<file path="src/rtl/ahb_tohost_monitor_if.sv">
// ahb_tohost_monitor_if: AHB-Lite data-master signals observed by the tohost monitor
interface ahb_tohost_monitor_if;
  logic        HSEL;
  logic [1:0]  HTRANS;
  logic        HWRITE;
  logic [2:0]  HSIZE;
  logic [31:0] HADDR;
  logic [31:0] HWDATA;
  logic        HREADY;
  logic        HREADYOUT;
  modport master (output HSEL, HTRANS, HWRITE, HSIZE, HADDR, HWDATA, HREADY, HREADYOUT);
  modport slave (input HSEL, HTRANS, HWRITE, HSIZE, HADDR, HWDATA, HREADY, HREADYOUT);
endinterface

</file>
<file path="src/rtl/ahb_tohost_monitor.sv">
// ahb_tohost_monitor: watches word writes to tohost and latches pass/fail; run-cycle timeout under TOHOST_TIMEOUT_EN
module ahb_tohost_monitor #(
  parameter logic [31:0] TOHOST_ADDR = 32'h0000_1000,
  parameter logic [31:0] TIMEOUT_CYC = 32'd400000
) (
  input  logic                 CLK,
  input  logic                 RES_N,
  ahb_tohost_monitor_if.slave  bus,
  output logic                 DONE,
  output logic                 PASS,
  output logic                 FAIL,
  output logic [30:0]          FAIL_CODE,
  output logic                 TIMEOUT,
  output logic [7:0]           WR_COUNT
);
  typedef enum logic [1:0] {RUN, DPHASE, END, TMO} state_t;
  state_t state, state_nx;
  logic hit, accept, addr_hit, running, sample, term, expire;
  assign accept   = bus.HREADY & bus.HREADYOUT;
  assign addr_hit = bus.HSEL & bus.HTRANS[1] & bus.HWRITE & (bus.HSIZE == 3'b010) & (bus.HADDR == TOHOST_ADDR);
  assign running  = (state == RUN) | (state == DPHASE);
  assign sample   = (state == DPHASE) & hit & accept;
  assign term     = sample & bus.HWDATA[0];
  assign DONE     = state == END;
`ifdef TOHOST_TIMEOUT_EN
  logic [31:0] run_cnt;
  always_ff @(posedge CLK or negedge RES_N)
    if (!RES_N) run_cnt <= '0;
    else if (running) run_cnt <= run_cnt + 32'd1;
  assign expire  = running & (run_cnt == TIMEOUT_CYC - 32'd1);
  assign TIMEOUT = state == TMO;
`else
  assign expire  = 1'b0;
  assign TIMEOUT = 1'b0;
`endif
  always_ff @(posedge CLK or negedge RES_N)
    if (!RES_N) state <= RUN;
    else state <= state_nx;
  // a terminating sample outranks a timeout landing on the same edge
  always_comb begin
    state_nx = state;
    if (term) state_nx = END;
    else if (expire) state_nx = TMO;
    else if (sample) state_nx = addr_hit ? DPHASE : RUN;
    else if (state == RUN && accept && addr_hit) state_nx = DPHASE;
  end
  always_ff @(posedge CLK or negedge RES_N)
    if (!RES_N) begin
      hit       <= 1'b0;
      PASS      <= 1'b0;
      FAIL      <= 1'b0;
      FAIL_CODE <= '0;
      WR_COUNT  <= '0;
    end else begin
      if (accept && running) hit <= addr_hit;
      if (term) begin
        PASS      <= bus.HWDATA == 32'h1;
        FAIL      <= bus.HWDATA != 32'h1;
        FAIL_CODE <= bus.HWDATA[31:1];
      end else if (sample && WR_COUNT != 8'hFF) WR_COUNT <= WR_COUNT + 8'd1;
    end
endmodule

</file>
<file path="src/flat_wrapper.sv">
// flat-port wrapper written by rule: the top's interface ports become plain ports
module ahb_tohost_monitor_flat 
#(
  parameter logic [31:0] TOHOST_ADDR = 32'h0000_1000,
  parameter logic [31:0] TIMEOUT_CYC = 32'd400000
)
  (CLK, RES_N, DONE, PASS, FAIL, FAIL_CODE, TIMEOUT, WR_COUNT, bus_HSEL, bus_HTRANS, bus_HWRITE, bus_HSIZE, bus_HADDR, bus_HWDATA, bus_HREADY, bus_HREADYOUT);
  ahb_tohost_monitor_if bus_i ();
  input  logic CLK;
  input  logic RES_N;
  output logic DONE;
  output logic PASS;
  output logic FAIL;
  output logic [30:0] FAIL_CODE;
  output logic TIMEOUT;
  output logic [7:0] WR_COUNT;
  input wire logic [$bits(bus_i.HSEL)-1:0] bus_HSEL;
  input wire logic [$bits(bus_i.HTRANS)-1:0] bus_HTRANS;
  input wire logic [$bits(bus_i.HWRITE)-1:0] bus_HWRITE;
  input wire logic [$bits(bus_i.HSIZE)-1:0] bus_HSIZE;
  input wire logic [$bits(bus_i.HADDR)-1:0] bus_HADDR;
  input wire logic [$bits(bus_i.HWDATA)-1:0] bus_HWDATA;
  input wire logic [$bits(bus_i.HREADY)-1:0] bus_HREADY;
  input wire logic [$bits(bus_i.HREADYOUT)-1:0] bus_HREADYOUT;
  assign bus_i.HSEL = bus_HSEL;
  assign bus_i.HTRANS = bus_HTRANS;
  assign bus_i.HWRITE = bus_HWRITE;
  assign bus_i.HSIZE = bus_HSIZE;
  assign bus_i.HADDR = bus_HADDR;
  assign bus_i.HWDATA = bus_HWDATA;
  assign bus_i.HREADY = bus_HREADY;
  assign bus_i.HREADYOUT = bus_HREADYOUT;
  ahb_tohost_monitor #(.TOHOST_ADDR(TOHOST_ADDR), .TIMEOUT_CYC(TIMEOUT_CYC)) u_core (.CLK(CLK), .RES_N(RES_N), .bus(bus_i), .DONE(DONE), .PASS(PASS), .FAIL(FAIL), .FAIL_CODE(FAIL_CODE), .TIMEOUT(TIMEOUT), .WR_COUNT(WR_COUNT));
endmodule
</file>
<file path="config.mk">
export PLATFORM = sky130hd
export DESIGN_NAME = ahb_tohost_monitor_flat
export DESIGN_NICKNAME = d
export VERILOG_FILES = /design/src/rtl/ahb_tohost_monitor_if.sv /design/src/rtl/ahb_tohost_monitor.sv /design/src/flat_wrapper.sv
export SDC_FILE = /design/constraint.sdc
export NUM_CORES = 1
export LEC_CHECK = 0
export ABC_AREA = 1
export BUFFER_PORTS_ARGS = -buffer_cell sky130_fd_sc_hd__buf_2
export CORE_ASPECT_RATIO = 0.7
export CORE_MARGIN = 4
export CORE_UTILIZATION = 45
export CTS_BUF_LIST = sky130_fd_sc_hd__clkbuf_16
export CTS_CLUSTER_DIAMETER = 100
export CTS_CLUSTER_SIZE = 16
export DETAILED_ROUTE_END_ITERATION = 12
export GPL_TIMING_DRIVEN = 0
export PLACE_DENSITY_LB_ADDON = 0.15
export SETUP_SLACK_MARGIN = 0.1
export SYNTH_ARGS = -nofsm -noshare
export SYNTH_HDL_FRONTEND = slang
export SYNTH_SLANG_ARGS = --single-unit
</file>
<file path="constraint.sdc">
create_clock -name CLK -period 1.55 [get_ports CLK]
set_input_delay 0.31 -clock CLK [delete_from_list [all_inputs] [get_ports CLK]]
set_output_delay 0.31 -clock CLK [all_outputs]
set_load 0.01 [all_outputs]
</file>
==> run_results.csv <==
group,metric,value,unit
cts,path_clk_slew,60,ps
placement,pre_cts_ws,147,ps
timing,rsz0062_at_grt,"no",
yosys,syn-num-nets,341,
setup_path,setup.worst_path.end_class,"flip-flop",
yosys,yosysSeqAreaShare,50.0,%
global_route,grt_overflow,0,
hold_path,hp-class,"in2async",
cts,cts.sinks,44,
layout,n_antenna_cell,0,
cts,ctsHoldBuffers,0,
layout,stdcell_area,3080,µm²
timing,clock_skew,4.53,ps
drt,drc,0,
layout,nets,466,
cts,cts-root-buf,"clkbuf_16",
timing,worst_pin_slew,955,ps
floorplan,start_util,48.6,%
yosys,synth.most_common_cell,"nand2_1",
cts,cts_buffer_depth,2,
global_route,gr-usage-all-layers,18.1,%
yosys,synth.avg_cell_area,8.31,µm²
timing,fin_crit_sh,88.4,%
yosys,postSynth.asyncResetShare,100,%
drt,wire_per_inst,11.7,µm
drt,drt_iter0_drc,66,
yosys,synth_ff_type,"dfrtp_1",
drt,wl,5360,µm
timing,fin_setup_tns,0,ps
drt,detail-route-antenna-nets,0,
yosys,syn_area,2200,µm²
layout,drive_above_1_share,43.0,%
floorplan,die_x,91.6,µm
timing,worst_slack,179,ps
timing,timing.slew.headroom,36.3,%
yosys,ys_warn_count,0,
timing,fin_crit,1370,ps
setup_path,crit_path_start_kind,"flip-flop",
floorplan,core,4530,µm²
job,max-cap-violations,0,
yosys,synth_cells,265,
placement,gp_congestion,0.793,
timing,finalSetupViolCount,0,
yosys,yosysTopAreaCellShare,50.0,%
floorplan,rows,20,
cts,cts_tree,"yes",
global_route,antenna_found_initial,0,
setup_path,critical_path_class,"reg2reg",
cts,clock_latency,280,ps
global_route,grt_pass1_wl,8740,µm
layout,final.fill_count,410,
yosys,yosys.area.top_type,"dfrtp_1",
timing,max_freq,0.729,GHz
yosys,ys_top_cells_by_count,"nand2_1 (103), dfrtp_1 (44), nor2_1 (27)",
power,ir_drop,0.420,mV
layout,area_delta_synth_final,39.7,%
drt,drt_pass1_iterations,4,
power,power_density,750,nW/µm²
timing,drv_slew,0,
drt,num_vias,2032,
setup_path,cp.arrival,1540,ps
global_route,grt_max_degree,45,
yosys,synthTopCellsByArea,"dfrtp_1 (50%), nand2_1 (18%), o21ai_2 (8.0%)",
setup_path,cp_data_required_time,1720,ps
cts,cts.htree.levels,2,
layout,fin_util,67.9,%
floorplan,pin_count,118,
cts,numCtsBuffers,5,
floorplan,dieArea,6090,µm²
placement,placed_cell_area,2860,µm²
global_route,grt_pass1_vias,1949,
yosys,yosysUniqueCellTypes,28,
placement,port_buffers,115,
run_status,status,"finished clean",
power,p_leak,0.00178,µW
floorplan,die_y,66.5,µm
setup_path,critPathMaxFanout,6,
yosys,synth_edf_count,0,
placement,place_hpwl,4140,µm
drt,vias_per_cell,4.45,
timing,hold_violations,0,
yosys,ys_seq_elements,44,
## cell type report
type	instances	area (µm²)	area share, %
clock inverters	3	13.8	0.448
plain buffers	8	82.6	2.69
flip-flops and latches	44	1100	35.8
inverters	28	108	3.50
clock buffers	5	125	4.07
well taps	66	82.6	2.69
multi-input cells	186	972	31.6
repair buffers	117	591	19.2
## critical path, cell delays in order, from the launching register on
cell and delay (ps):
dfrtp_1 430, ha_4 180, nand3_4 100, nor2_4 150, nand4_4 110, nand2_4 140
inv_4 60, nand2_1 60, nand2_1 50
## path summary, 6_finish.rpt
kind	to	from	slack, ps	depth (start not counted)
max in group asynchronous	u_core.FAIL_CODE[21]$_DFFE_PN0P_	RES_N	770	1
min reg2reg	u_core.FAIL_CODE[0]$_DFFE_PN0P_	u_core.FAIL_CODE[0]$_DFFE_PN0P_	470	2
min in group CLK	u_core.FAIL_CODE[28]$_DFFE_PN0P_	bus_HWDATA[29]	240	3
min	u_core.WR_COUNT[7]$_DFFE_PN0P_	RES_N	180	1
max reg2reg	u_core.WR_COUNT[4]$_DFFE_PN0P_	u_core.WR_COUNT[0]$_DFFE_PN0P_	180	8
max	u_core.WR_COUNT[4]$_DFFE_PN0P_	u_core.WR_COUNT[0]$_DFFE_PN0P_	180	8
## what timing repair did
action | CTS | global route
gates resized for setup | 0 | 10
buffers inserted | 0 | 2
endpoints found under the setup margin | 0 | 7
## flip-flops by register name, summed over array words and instances (netlist names)
signal	cells
u_core.PASS	1
u_core.FAIL_CODE	31
u_core.WR_COUNT	8
u_core.hit	1
u_core.FAIL	1
u_core.state	2
## placed cells by master (no fill, tap or decap), drive strengths merged
cell,n
inv,28
buf,125
conb,1
nand2,106
clkbuf,5
clkinv,3
o31ai,1
nand3,7
nand3b,1
nand4,3
nor3b,1
xnor2,4
nor2,30
dfrtp,44
o21ai,22
nor3,7
o211ai,1
ha,1
xor2,1
## routing by layer
metal  GRT usage, %  share of wire (%)  up-vias
met5              0                  0        -
met4           5.45               0.71        0
met3           6.77                8.4        5
met2           29.1                 47       58
met1           22.8                 44      900
li1               -                  -     1069
## power breakdown
group          total, µW  leakage (µW)  switching [µW]  internal [µW]
Combinational        164       0.00110            83.1           80.8
Clock                996     0.0000710             411            585
Sequential          1150      0.000610               0           1150
## per-stage QoR
| stage | power, µW | hold WS, ps | instances |
|---|---|---|---|
| 6_report | 2310 | 176 | 457 |
| 5_1_grt | 2430 | 236 | 457 |
| 4_1_cts | 2340 | 220 | 454 |
| 3_5_place_dp | 1340 | 456 | 446 |
| 3_3_place_gp | 1330 | 455 | 446 |
| 2_1_floorplan | 1210 | 14.4 | 265 |
## cell families after synthesis
| family | share of synthesized area, % |
|---|---|
| compound gates | 9.10 |
| other cells | 0.170 |
| flops | 50.0 |
| simple gates | 29.5 |
| fa+ha+maj | 0.568 |
| buf+inv | 8.64 |
| xor+xnor | 1.99 |
Note: power is estimated with default switching activity, not from simulation.
